`src/rtl/hydra_ingress_framer.sv`:
```
`default_nettype none
// ============================================================================
// Module   : hydra_ingress_framer
// Purpose  : Per-port ingress framer. It turns a descriptor and a payload stream
//            into the hydra write protocol (sop/header, payload words, eop).
// Options  : FRAMER_TIMEOUT_EN enables the stalled-payload timeout and zero padding.
// Revision : 1.0 - initial release
// ============================================================================
module hydra_ingress_framer #(
    parameter int MAX_LEN = 256,
    parameter int MIN_GAP = 0,
    parameter int TIMEOUT = 64
) (
    input  logic        clk,
    input  logic        rst,
    input  logic        desc_vld,
    output logic        desc_rdy,
    input  logic [3:0]  desc_dest,
    input  logic [2:0]  desc_prio,
    input  logic [8:0]  desc_len,
    input  logic        in_vld,
    output logic        in_rdy,
    input  logic [15:0] in_data,
    input  logic        pause,
    output logic        wr_sop,
    output logic        wr_eop,
    output logic        wr_vld,
    output logic [15:0] wr_data,
    output logic        busy,
    output logic        len_err,
    output logic [15:0] pkt_cnt,
    output logic        pad_flag
);

    localparam logic [1:0]  c_idle     = 2'd0;
    localparam logic [1:0]  c_sop      = 2'd1;
    localparam logic [1:0]  c_pay      = 2'd2;
    localparam logic [1:0]  c_eop      = 2'd3;
    localparam logic [8:0]  c_max_len  = 9'(MAX_LEN);
    localparam logic [15:0] c_min_gap  = 16'(MIN_GAP);
    localparam logic        c_gapless  = (MIN_GAP == 0);

    logic [1:0]  r_state;
    logic [15:0] r_gap;
    logic [8:0]  r_rem;
    logic [15:0] r_hdr;
    logic        w_pad;
    logic        w_xfer;
    logic        w_len_bad;

    // A gapless framer can take the next descriptor during the eop cycle itself.
    assign desc_rdy  = !rst && (((r_state == c_idle) && (r_gap == '0)) ||
                                ((r_state == c_eop) && c_gapless));
    assign in_rdy    = !rst && (r_state == c_pay) && (r_rem != '0) && !pause && !w_pad;
    assign w_xfer    = in_vld && in_rdy;
    assign w_len_bad = (desc_len == '0) || (desc_len > c_max_len);
    assign busy      = (r_state != c_idle);

    always_ff @(posedge clk) begin
        if (rst) begin
            r_state <= c_idle;
            r_gap   <= '0;
            r_rem   <= '0;
            r_hdr   <= '0;
            wr_sop  <= 1'b0;
            wr_eop  <= 1'b0;
            wr_vld  <= 1'b0;
            wr_data <= '0;
            len_err <= 1'b0;
            pkt_cnt <= '0;
        end else begin
            wr_sop  <= 1'b0;
            wr_eop  <= 1'b0;
            len_err <= 1'b0;
            case (r_state)
                c_idle: begin
                    wr_vld <= 1'b0;
                    if (r_gap != '0) begin
                        r_gap <= r_gap - 16'd1;
                    end
                end
                c_sop: begin
                    if (!pause) begin
                        wr_vld  <= 1'b1;
                        wr_data <= r_hdr;
                        r_rem   <= r_hdr[15:7];
                        r_state <= c_pay;
                    end else begin
                        wr_vld <= 1'b0;
                    end
                end
                c_pay: begin
                    if (r_rem == '0) begin
                        wr_vld  <= 1'b0;
                        wr_eop  <= 1'b1;
                        r_state <= c_eop;
                    end else if (w_xfer) begin
                        wr_vld  <= 1'b1;
                        wr_data <= in_data;
                        r_rem   <= r_rem - 9'd1;
                    end else if (w_pad && !pause) begin
                        wr_vld  <= 1'b1;
                        wr_data <= '0;
                        r_rem   <= r_rem - 9'd1;
                    end else begin
                        wr_vld <= 1'b0;
                    end
                end
                default: begin
                    wr_vld  <= 1'b0;
                    pkt_cnt <= pkt_cnt + 16'd1;
                    r_gap   <= c_min_gap;
                    r_state <= c_idle;
                end
            endcase
            // Acceptance overrides the state update above; desc_rdy is only high in IDLE/EOP.
            if (desc_vld && desc_rdy) begin
                if (w_len_bad) begin
                    len_err <= 1'b1;
                end else begin
                    r_hdr   <= {desc_len, desc_prio, desc_dest};
                    wr_sop  <= 1'b1;
                    r_state <= c_sop;
                end
            end
        end
    end

`ifdef FRAMER_TIMEOUT_EN
    localparam logic [15:0] c_timeout_m1 = 16'(TIMEOUT - 1);

    logic [15:0] r_to_cnt;
    logic        r_pad;
    logic        r_pad_flag;

    // Only pause-free edges without a transfer count towards the stall limit.
    always_ff @(posedge clk) begin
        if (rst) begin
            r_to_cnt   <= '0;
            r_pad      <= 1'b0;
            r_pad_flag <= 1'b0;
        end else if (r_state != c_pay) begin
            r_to_cnt <= '0;
            r_pad    <= 1'b0;
        end else if (w_xfer) begin
            r_to_cnt <= '0;
        end else if (!pause && (r_rem != '0) && !r_pad) begin
            if (r_to_cnt == c_timeout_m1) begin
                r_to_cnt   <= '0;
                r_pad      <= 1'b1;
                r_pad_flag <= 1'b1;
            end else begin
                r_to_cnt <= r_to_cnt + 16'd1;
            end
        end
    end

    assign w_pad    = r_pad;
    assign pad_flag = r_pad_flag;
`else
    assign w_pad    = 1'b0;
    assign pad_flag = 1'b0;
`endif

endmodule
`default_nettype wire

```
`config.mk`:
```
export PLATFORM = sky130hd
export DESIGN_NAME = hydra_ingress_framer
export DESIGN_NICKNAME = d
export VERILOG_FILES = /design/src/rtl/hydra_ingress_framer.sv
export SDC_FILE = /design/constraint.sdc
export NUM_CORES = 1
export LEC_CHECK = 0
export CAP_MARGIN = 20
export CORE_UTILIZATION = 46
export CTS_CLUSTER_DIAMETER = 120
export DETAILED_ROUTE_END_ITERATION = 12
export GPL_TIMING_DRIVEN = 1
export PLACE_DENSITY_LB_ADDON = 0.1
export SLEW_MARGIN = 20
export SYNTH_ARGS = -nofsm -noshare
export SYNTH_HDL_FRONTEND = slang
export SYNTH_SLANG_ARGS = --single-unit
```
`constraint.sdc`:
```
create_clock -name clk -period 5.4 [get_ports clk]
set_input_delay 1.08 -clock clk [delete_from_list [all_inputs] [get_ports clk]]
set_output_delay 1.08 -clock clk [all_outputs]
set_load 0.02 [all_outputs]
```
# Word-level counts from Yosys, hierarchy flattened

Index checks and enable logic that the tools add are counted.

Register bits: 79
Output and inout port bits: 40
Logic and storage cells: 73

Add/sub/neg operators: 3
$lt $le $gt $ge: 1
Equality and inequality tests: 7
Mux-type cells: 22
Bitwise gates (word level): 4
Reduce and logical (&&, ||, !) cells: 26

Operators by type and width:

| operator              | count |
|---|---|
| $mux 16               | 4 |
| $pmux 16 s2           | 2 |
| $mux 9                | 3 |
| $logic_not 9->1       | 2 |
| $pmux 9 s2            | 1 |
| $add 16x1->16 const B | 1 |
| $logic_not 16->1      | 1 |
| $reduce_bool 16->1    | 1 |
| $sub 16x1->16 const B | 1 |
| $gt 9x9->1 const B    | 1 |
| $reduce_bool 9->1     | 1 |
| $sub 9x1->9 const B   | 1 |
| $mux 2                | 4 |
| $logic_and 1x1->1     | 7 |
| $mux 1                | 6 |
| $ne 2x2->1 const B    | 3 |
| $pmux 2 s3            | 1 |
| $reduce_or 2->1       | 3 |
| $eq 2x2->1 const B    | 2 |
| $not 1->1             | 4 |
| $reduce_and 2->1      | 2 |
| $reduce_and 4->1      | 1 |
| $reduce_bool 2->1     | 2 |
| $reduce_or 3->1       | 1 |
| 6 further kinds       | 8 |

# Depth between registers and ports, before layout

Gate-level depths: netlist of the first run.

Word-level depth: 8
Gate-level depth with buffers: 10
Mapped depth without buffers: 7

# Worst setup path before layout of the first run

Ideal clock, no wire load.

Path kind: input-to-output
Start: input port rst
End: output port in_rdy
Arrival: 1902 ps
Slack: 2418 ps
Cell stages on the path: 3
Path through: clkbuf_1 > nand2b_1 > nor3_1

Word-level cells in the longest chain between the ends: 4

RTL lines:

| item                            | line | source |
|---|---|---|
| from (decl)                     | 15   | `input logic rst,` |
| $logic_not 1->1                 | 54   | `assign in_rdy = !rst && (r_state == c_pay) && (r_rem != '0) && !pause && !w_pad;` |
| $logic_and 1x1->1 (3 in series) | 54   |  |
| to (decl)                       | 22   | `output logic in_rdy,` |

Every way passes these cells.

# Worst setup path in the final report of the first run

Start: register r_state[0]
End: output port desc_rdy

Word-level cells in the longest chain between the ends: 4
Elaborated cells on any way between the ends: 5
Those cells by class: 1 x eq/ne; 4 x reduce/logical

RTL lines:

| item                   | line | source |
|---|---|---|
| from (decl)            | 43   | `logic [1:0] r_state;` |
| from (signal assigned) | 61   | `r_state <= c_idle;` |
| from (signal assigned) | 87   | `r_state <= c_pay;` |
| from (signal assigned) | 96   | `r_state <= c_eop;` |
| $logic_not 2->1        | 52   | `assign desc_rdy = !rst && (((r_state == c_idle) && (r_gap == '0)) \|\|` |
| $logic_and 1x1->1      | 52   |  |
| $logic_or 1x1->1 *     | 52   |  |
| $logic_and 1x1->1 *    | 52   |  |
| to (decl)              | 17   | `output logic desc_rdy,` |

Every way passes the cells marked *; elsewhere a longest branch is shown, timed or not.

==> summary.txt, run 1 <==
Logic synthesis
  – Async set-reset flop share out of synthesis: 0%
  – Post-synth top area cell: dfxtp_1
  – Synth area leaders: dfxtp_1, mux2i_1, nor2_1, a211oi_2, ha_1
  – YS warnings: 0
  – Synth Cell Area: approximately 3800 sq um
  – Post-synth EDFFs: 0
  – Syn Nets: around 470
  – Cells after Synth: 419
  – Sequential cell area fraction in the yosys report: roughly two fifths
  – Seq cells post-synth: a little under 80
  – Synth top area share: 41.70%
  – Predominant post-synthesis flop cell: dfxtp_1
  – Syn Area/Cell: 9.051 sq um
  – Library cells used by synthesis: 55

Detailed routing
  – Number of DRC markers in iteration 0: between 100 and 150
  – Via density per instance: between 5 and 6
  – DRC: 0
  – Wire length per cell: approximately 14 um
  – Post-DRT Antenna Nets: 0
  – DRT Pass-1 Iters: 5
  – Overall routed net length: 8427 um
  – Vias: approximately 3,200

Timing
  – Final WS setup: between 1.5 and 2 ns
  – Setup Skew: 0.009043 ns
  – Final slew viol count: 0
  – Fmax: 259.6 MHz
  – Final setup violation count: 0
  – RSZ-0062 raised after global routing: false
  – Minimum clock period: 3.852 ns
  – Rel. slew slack: 30.80%
  – Worst slew pin tran: between 1 and 1.5 ns
  – Hold Vio Cnt, Final: 0
  – Total Neg Setup Slack: 0 ns
  – Final period utilization: approximately 71%

Worst setup path
  – CP Data Required Time: 4.32 ns
  – Startpoint types: flip-flop
  – Slowest CP cell: clkdlybuf4s50_1
  – Slowest stage delay, CP: roughly 0.6 ns
  – Critical Path Start: r_state[0]
  – Worst Path Buf+Inv: 3
  – CP max FO: 10
  – Family with the most delay on the worst path: buffers and inverters
  – Crit path arrival time: between 2 and 3 ns
  – CP Cell Sequence: inv_1 > ha_1 > nor4bb_1 > nand4_1 > a21o_1 > inv_1 > clkdlybuf4s50_1
  – Setup crit end kind: primary output
  – Most numerous cell on the critical path: inv_1
  – Worst Path Class, Setup: reg2out
  – Worst flop-to-flop path startpoint: r_state[0]

Clock tree
  – Post-CTS Hold Fix Bufs: 0
  – CTS tree: done
  – Setup Buffers After CTS: 0
  – H-tree depth: 3
  – Clk Tree Root Cell: clkbuf_8
  – CTS Buf Count: 9
  – CTS Buffer Depth: 2
  – Resized Gates After CTS: 0
  – Clock transition at path regs: roughly 0.08 ns
  – Worst-Skew Late Latency: about 0.35 ns
  – Sink Count: just under 80

Floorplanning
  – Starting Density: approximately half
  – Die span in y: 92.80 um
  – Ports: 77
  – Rows: 32
  – Die area: around 8600 sq um
  – Chip width: 92.80 um
  – Core area: 7848 sq um

GRT
  – GR Util All Layers: between 20% and 30%
  – Largest net degree at the start of global routing: between 40 and 50
  – First-pass GRT wire length: approximately 14,000 um
  – GRT overflow: 0
  – Initial antenna violation count: 0
  – Vias in the first global route: 2,978

Finish
  – Design area: about 4700 sq um
  – N_diodes: 0
  – Syn-to-layout area delta: 25.04%
  – Share of layout cells above drive strength 1: under 10%
  – Final Net Count: about 530

Pwr
  – P_sw: 688.4 uW
  – Internal Power: roughly 1200 uW
  – Switching Share: roughly 37%
  – Leakage Power: ~0.0018 uW
  – PD cells: 389.9 nW/um^2
  – Clk pwr share: 21.5%
  – Sequential power share: 39.5%
  – Peak VDD IR: 0.0001589 V
  – Final Power: ~1800 uW
  – Combinational Power Share: around 39%

Flow run
  – Total of max-cap violations: 0

Hold path
  – Worst min path class: reg2reg
  – Hold_sp: r_gap[9]

Placement
  – Placer Congestion: 0.7810
  – Hpwl dp: 5794 um
  – Post-DP Area: about 4600 sq um
  – PortBufs: 75
  – Pre-CTS setup slack: roughly 1.7 ns

Run status
  – Status: complete, no violations
==> state kept, by name, summed over array words and instances (netlist names) <==
name     count
wr_data     16
r_rem        9
pkt_cnt     16
wr_sop       1
r_hdr       16
r_state      2
wr_eop       1
len_err      1
wr_vld       1
r_gap       16
==> layout by cell type, fill, tap and decap left out, types with 10 or more instances in the layout <==
master           instances
mux2i_1                 30
nor3_1                  14
nand2_1                 23
xnor2_1                 12
a21oi_1                 17
clkbuf_8                10
nor2_1                  68
clkdlybuf4s50_1         74
xor2_1                  14
a211oi_2                13
inv_1                   19
dfxtp_1                 79
==> per-layer routing <==
| metal | track usage (%) | share of wire (%) |
|---|---|---|
| met2 | 32.41 | 44 |
| met3 | 4.844 | 5.4 |
| met4 | 8.462 | 1.5 |
| met1 | 26.16 | 49 |
| met5 | 0 | 0 |
==> through the flow <==
stage                     std cells  util (%)  hold WS, ns
final                           594     60.43       0.4944
after global routing            594     60.43       0.5115
after CTS                       594     60.43       0.4950
after detailed placement        578     58.21       0.4831
after global placement          577     58.12       0.4694
after floorplan                 419         -       0.4553
==> worst min-delay path: stages, from the launching register on <==
cell	delay [ns]
dfxtp_1	0.33
o31ai_1	0.06
a21oi_1	0.06
==> layout make-up <==
| class | count | area (sq um) |
|---|---|---|
| timing repair buffer | 78 | 768.2 |
| tap | 102 | 127.6 |
| fill | 706 | 3105 |
| clock buffer | 10 | 137.6 |
| sequential | 79 | 1582 |
| clock inverter | 6 | 36.28 |
| inverter | 19 | 71.32 |
| multi-input combinational | 300 | 2019 |
==> kinds of logic after synthesis <==
group,after synthesis,synth area share [%]
other cells,1,0.09888
xor+xnor,26,6.005
compound gates,70,14.25
mux,30,7.918
fa+ha+maj,10,3.299
flops,79,41.70
buf+inv,40,5.114
simple gates,163,21.61
==> power groups by stage <==
| stage | logic, uW | registers, uW | clock network (uW) |
|---|---|---|---|
| floorplan | 534 | 749 | 0 |
| global placement | 702 | 739 | 0 |
| detailed placement | 722 | 741 | 0 |
| CTS | 726 | 729 | 410 |
| global route | 801 | 740 | 436 |
| finish | 721 | 730 | 398 |
==> cells in the mapped netlist, types with 10 or more instances <==
master and instances:
ha_1 10, nor3_1 14, mux2i_1 30, xor2_1 14
clkbuf_1 12, nand2_1 23, inv_1 19, nor2_1 68
a211oi_2 13, a21oi_1 17, dfxtp_1 79, xnor2_1 12
==> final timing paths <==
kind	endpoint	slack, ns	cells past startpoint
setup / recovery	desc_rdy	1.55	7
hold reg to reg	r_gap[9]	0.49	2
hold / removal	r_gap[9]	0.49	2
setup reg to reg	wr_data[4]	2.63	8
(Power assumes the default switching activity.)
==> run 2, diff against run 1 <==
==> constraint.sdc (replaced) <==
create_clock -name clk -period 3.95 [get_ports clk]
set_input_delay 0.79 -clock clk [delete_from_list [all_inputs] [get_ports clk]]
set_output_delay 0.79 -clock clk [all_outputs]
set_load 0.02 [all_outputs]
==> summary.txt, run 2 (synthesis results as in run 1) <==
Placement
  – PortBufs: 75 (unchanged)
  – Hpwl dp: 5659 um (was 5794 um)
  – Placer Congestion: 0.7790 (was 0.7810)

Worst setup path
  – Slowest stage delay, CP: 0.60 ns (about the same)
  – Family with the most delay on the worst path: buffers and inverters (unchanged)
  – Setup crit end kind: primary output (unchanged)
  – R2R cell count: 7 (was 8)
  – Startpoint types: flip-flop (unchanged)
  – Worst Path Class, Setup: reg2out (unchanged)
  – Most numerous cell on the critical path: inv_1 (unchanged)
  – Slowest CP cell: clkdlybuf4s50_1 (unchanged)
  – CP Cell Sequence: inv_1 > ha_1 > nor4bb_1 > nand4_1 > a21o_1 > inv_1 > clkdlybuf4s50_1 (unchanged)
  – Worst Path Buf+Inv: 3 (unchanged)
  – Worst flop-to-flop path startpoint: r_state[0] (unchanged)
  – Critical R2R Capture: r_gap[11] (was wr_data[4])
  – Reg2Reg Setup Slack: 1.28 ns (was 2.63 ns)
  – CP Data Required Time: 3.16 ns (was 4.32 ns)
  – Crit path arrival time: 2.77 ns (about the same)
  – CP max FO: 10 (unchanged)

Finish
  – Commonest non-fill, non-tap cell in the layout: dfxtp_1 (unchanged)
  – Most frequent cells in the layout: dfxtp_1, clkdlybuf4s50_1, nor2_1 (unchanged)
  – Syn-to-layout area delta: 26.13% (was 25.04%)
  – Area occupied by multi-input gates: 2023 sq um (was 2019 sq um)
  – Share of layout cells above drive strength 1: 8.722% (was 8.333%)
  – Final Net Count: 535 (was 534)
  – Seq. cell area: 1582 sq um (unchanged)
  – N_diodes: 0 (unchanged)
  – Fillers: 752 (was 706)

Clock tree
  – CTS Buffer Depth: 2 (unchanged)
  – Worst-Skew Late Latency: 0.35 ns (about the same)
  – Setup Buffers After CTS: 0 (unchanged)
  – Resized Gates After CTS: 0 (unchanged)
  – CTS tree: done (unchanged)
  – Post-CTS Hold Fix Bufs: 0 (unchanged)
  – Clk Tree Root Cell: clkbuf_8 (unchanged)
  – Clock transition at path regs: 0.09 ns (was 0.08 ns)
  – H-tree depth: 3 (unchanged)
  – Sink Count: 79 (unchanged)
  – CTS Buf Count: 9 (unchanged)

GRT
  – GR Util All Layers: 20.44% (was 20.31%)
  – Largest net degree at the start of global routing: 48 (was 44)
  – First-pass GRT wire length: 14,110 um (was 13,840 um)
  – GRT overflow: 0 (unchanged)
  – Vias in the first global route: 2,981 (was 2,978)
  – Initial antenna violation count: 0 (unchanged)

Timing
  – Final slew viol count: 0 (unchanged)
  – Rel. slew slack: 51.35% (was 30.80%)
  – Setup Skew: 0.007419 ns (was 0.009043 ns)
  – Final setup violation count: 0 (unchanged)
  – Final period utilization: about nine tenths
  – Worst slew pin tran: 0.7231 ns (was 1.038 ns)
  – Minimum clock period: around 3.6 ns
  – RSZ-0062 raised after global routing: false (unchanged)
  – Total Neg Setup Slack: 0 ns (unchanged)
  – Hold Vio Cnt, Final: 0 (unchanged)
  – Final Hold Slack: 0.5011 ns (was 0.4944 ns)
  – Fmax: 280.7 MHz

Flow run
  – Total of max-cap violations: 0 (unchanged)

Detailed routing
  – Via density per instance: 5.294 (was 5.338)
  – DRT Pass-1 Iters: 4 (was 5)
  – Number of DRC markers in iteration 0: 129 (was 128)
  – DRC: 0 (unchanged)
  – Post-DRT Antenna Nets: 0 (unchanged)
  – Overall routed net length: 8246 um (was 8427 um)
  – Vias: 3,150 (was 3,171)
  – Wire length per cell: 13.86 um (was 14.19 um)

Floorplanning
  – Die span in y: 92.80 um (unchanged)
  – Ports: 77 (unchanged)
  – Chip width: 92.80 um (unchanged)
  – Rows: 32 (unchanged)
  – Starting Density: 48.33% (unchanged)
  – Core area: 7848 sq um (unchanged)
  – Die area: 8612 sq um (unchanged)

Hold path
  – Hold_sp: wr_data[7] (was r_gap[9])
  – Worst hold stages: 2 (unchanged)
  – Worst min path class: reg2reg (unchanged)
  – Worst Hold End: wr_data[7] (was r_gap[9])

Pwr
  – Leakage Power: 0.001774 uW (was 0.001762 uW)
  – Peak VDD IR: 0.0002549 V (was 0.0001589 V)
  – PD cells: 545.0 nW/um^2 (was 389.9 nW/um^2)

Run status
  – Status: complete, no violations (unchanged)
## run 2: routing by layer
metal  global-route usage (%)  up-vias  share of wire, %
li1                         -     1608                 -
met1                    27.66     1464                49
met2                    30.94       65                44
met3                    5.172       13               5.2
met4                    8.205        0               2.0
met5                        0        -                 0
## run 2: power breakdown
group	switching, uW	internal [uW]	leakage, uW	total, uW
Sequential	92.9	905	0.000640	998
Clock	321	300	0.0000968	620
Combinational	550	439	0.00104	989
Total	964	1640	0.00177	2610
## run 2: metrics by stage
stage	cells	power (uW)	area, sq um	setup slack [ns]	utilization [%]
2_1_floorplan	419	1754	3792	1.548	-
3_3_place_gp	579	1975	4576	0.9460	58.31
3_5_place_dp	579	1995	4576	0.8309	58.31
4_1_cts	595	2623	4780	0.4218	60.91
5_1_grt	595	2787	4783	0.1447	60.95
6_report	595	2607	4783	0.3868	60.95
## run 2: layout make-up
cell class	count	share of cell area (%)
Tap cell	102	2.668
Clock buffer	9	2.590
Clock inverter	7	1.674
Inverter	19	1.491
Timing Repair Buffer	79	16.22
Multi-Input combinational cell	300	42.30
Sequential cell	79	33.06
## run 2: how the worst max path moves through the flow
stage,startpoint,to,slack [ns],cells after the start
6_report,r_state[0],desc_rdy,0.39,7
5_1_grt,r_state[0],desc_rdy,0.14,7
4_1_cts,r_state[0],desc_rdy,0.42,7
3_5_place_dp,r_state[0],desc_rdy,0.83,7
3_3_place_gp,r_state[0],desc_rdy,0.95,7
2_1_floorplan,rst,in_rdy,1.55,3
## run 2: worst register-to-register path: cells and delay by family, from the launching register on
family | cells | cell delay, ns
compound gates | 1 | 0.06
fa+ha+maj | 1 | 0.40
buf+inv | 1 | 0.12
flops | 1 | 0.43
simple gates | 4 | 1.54
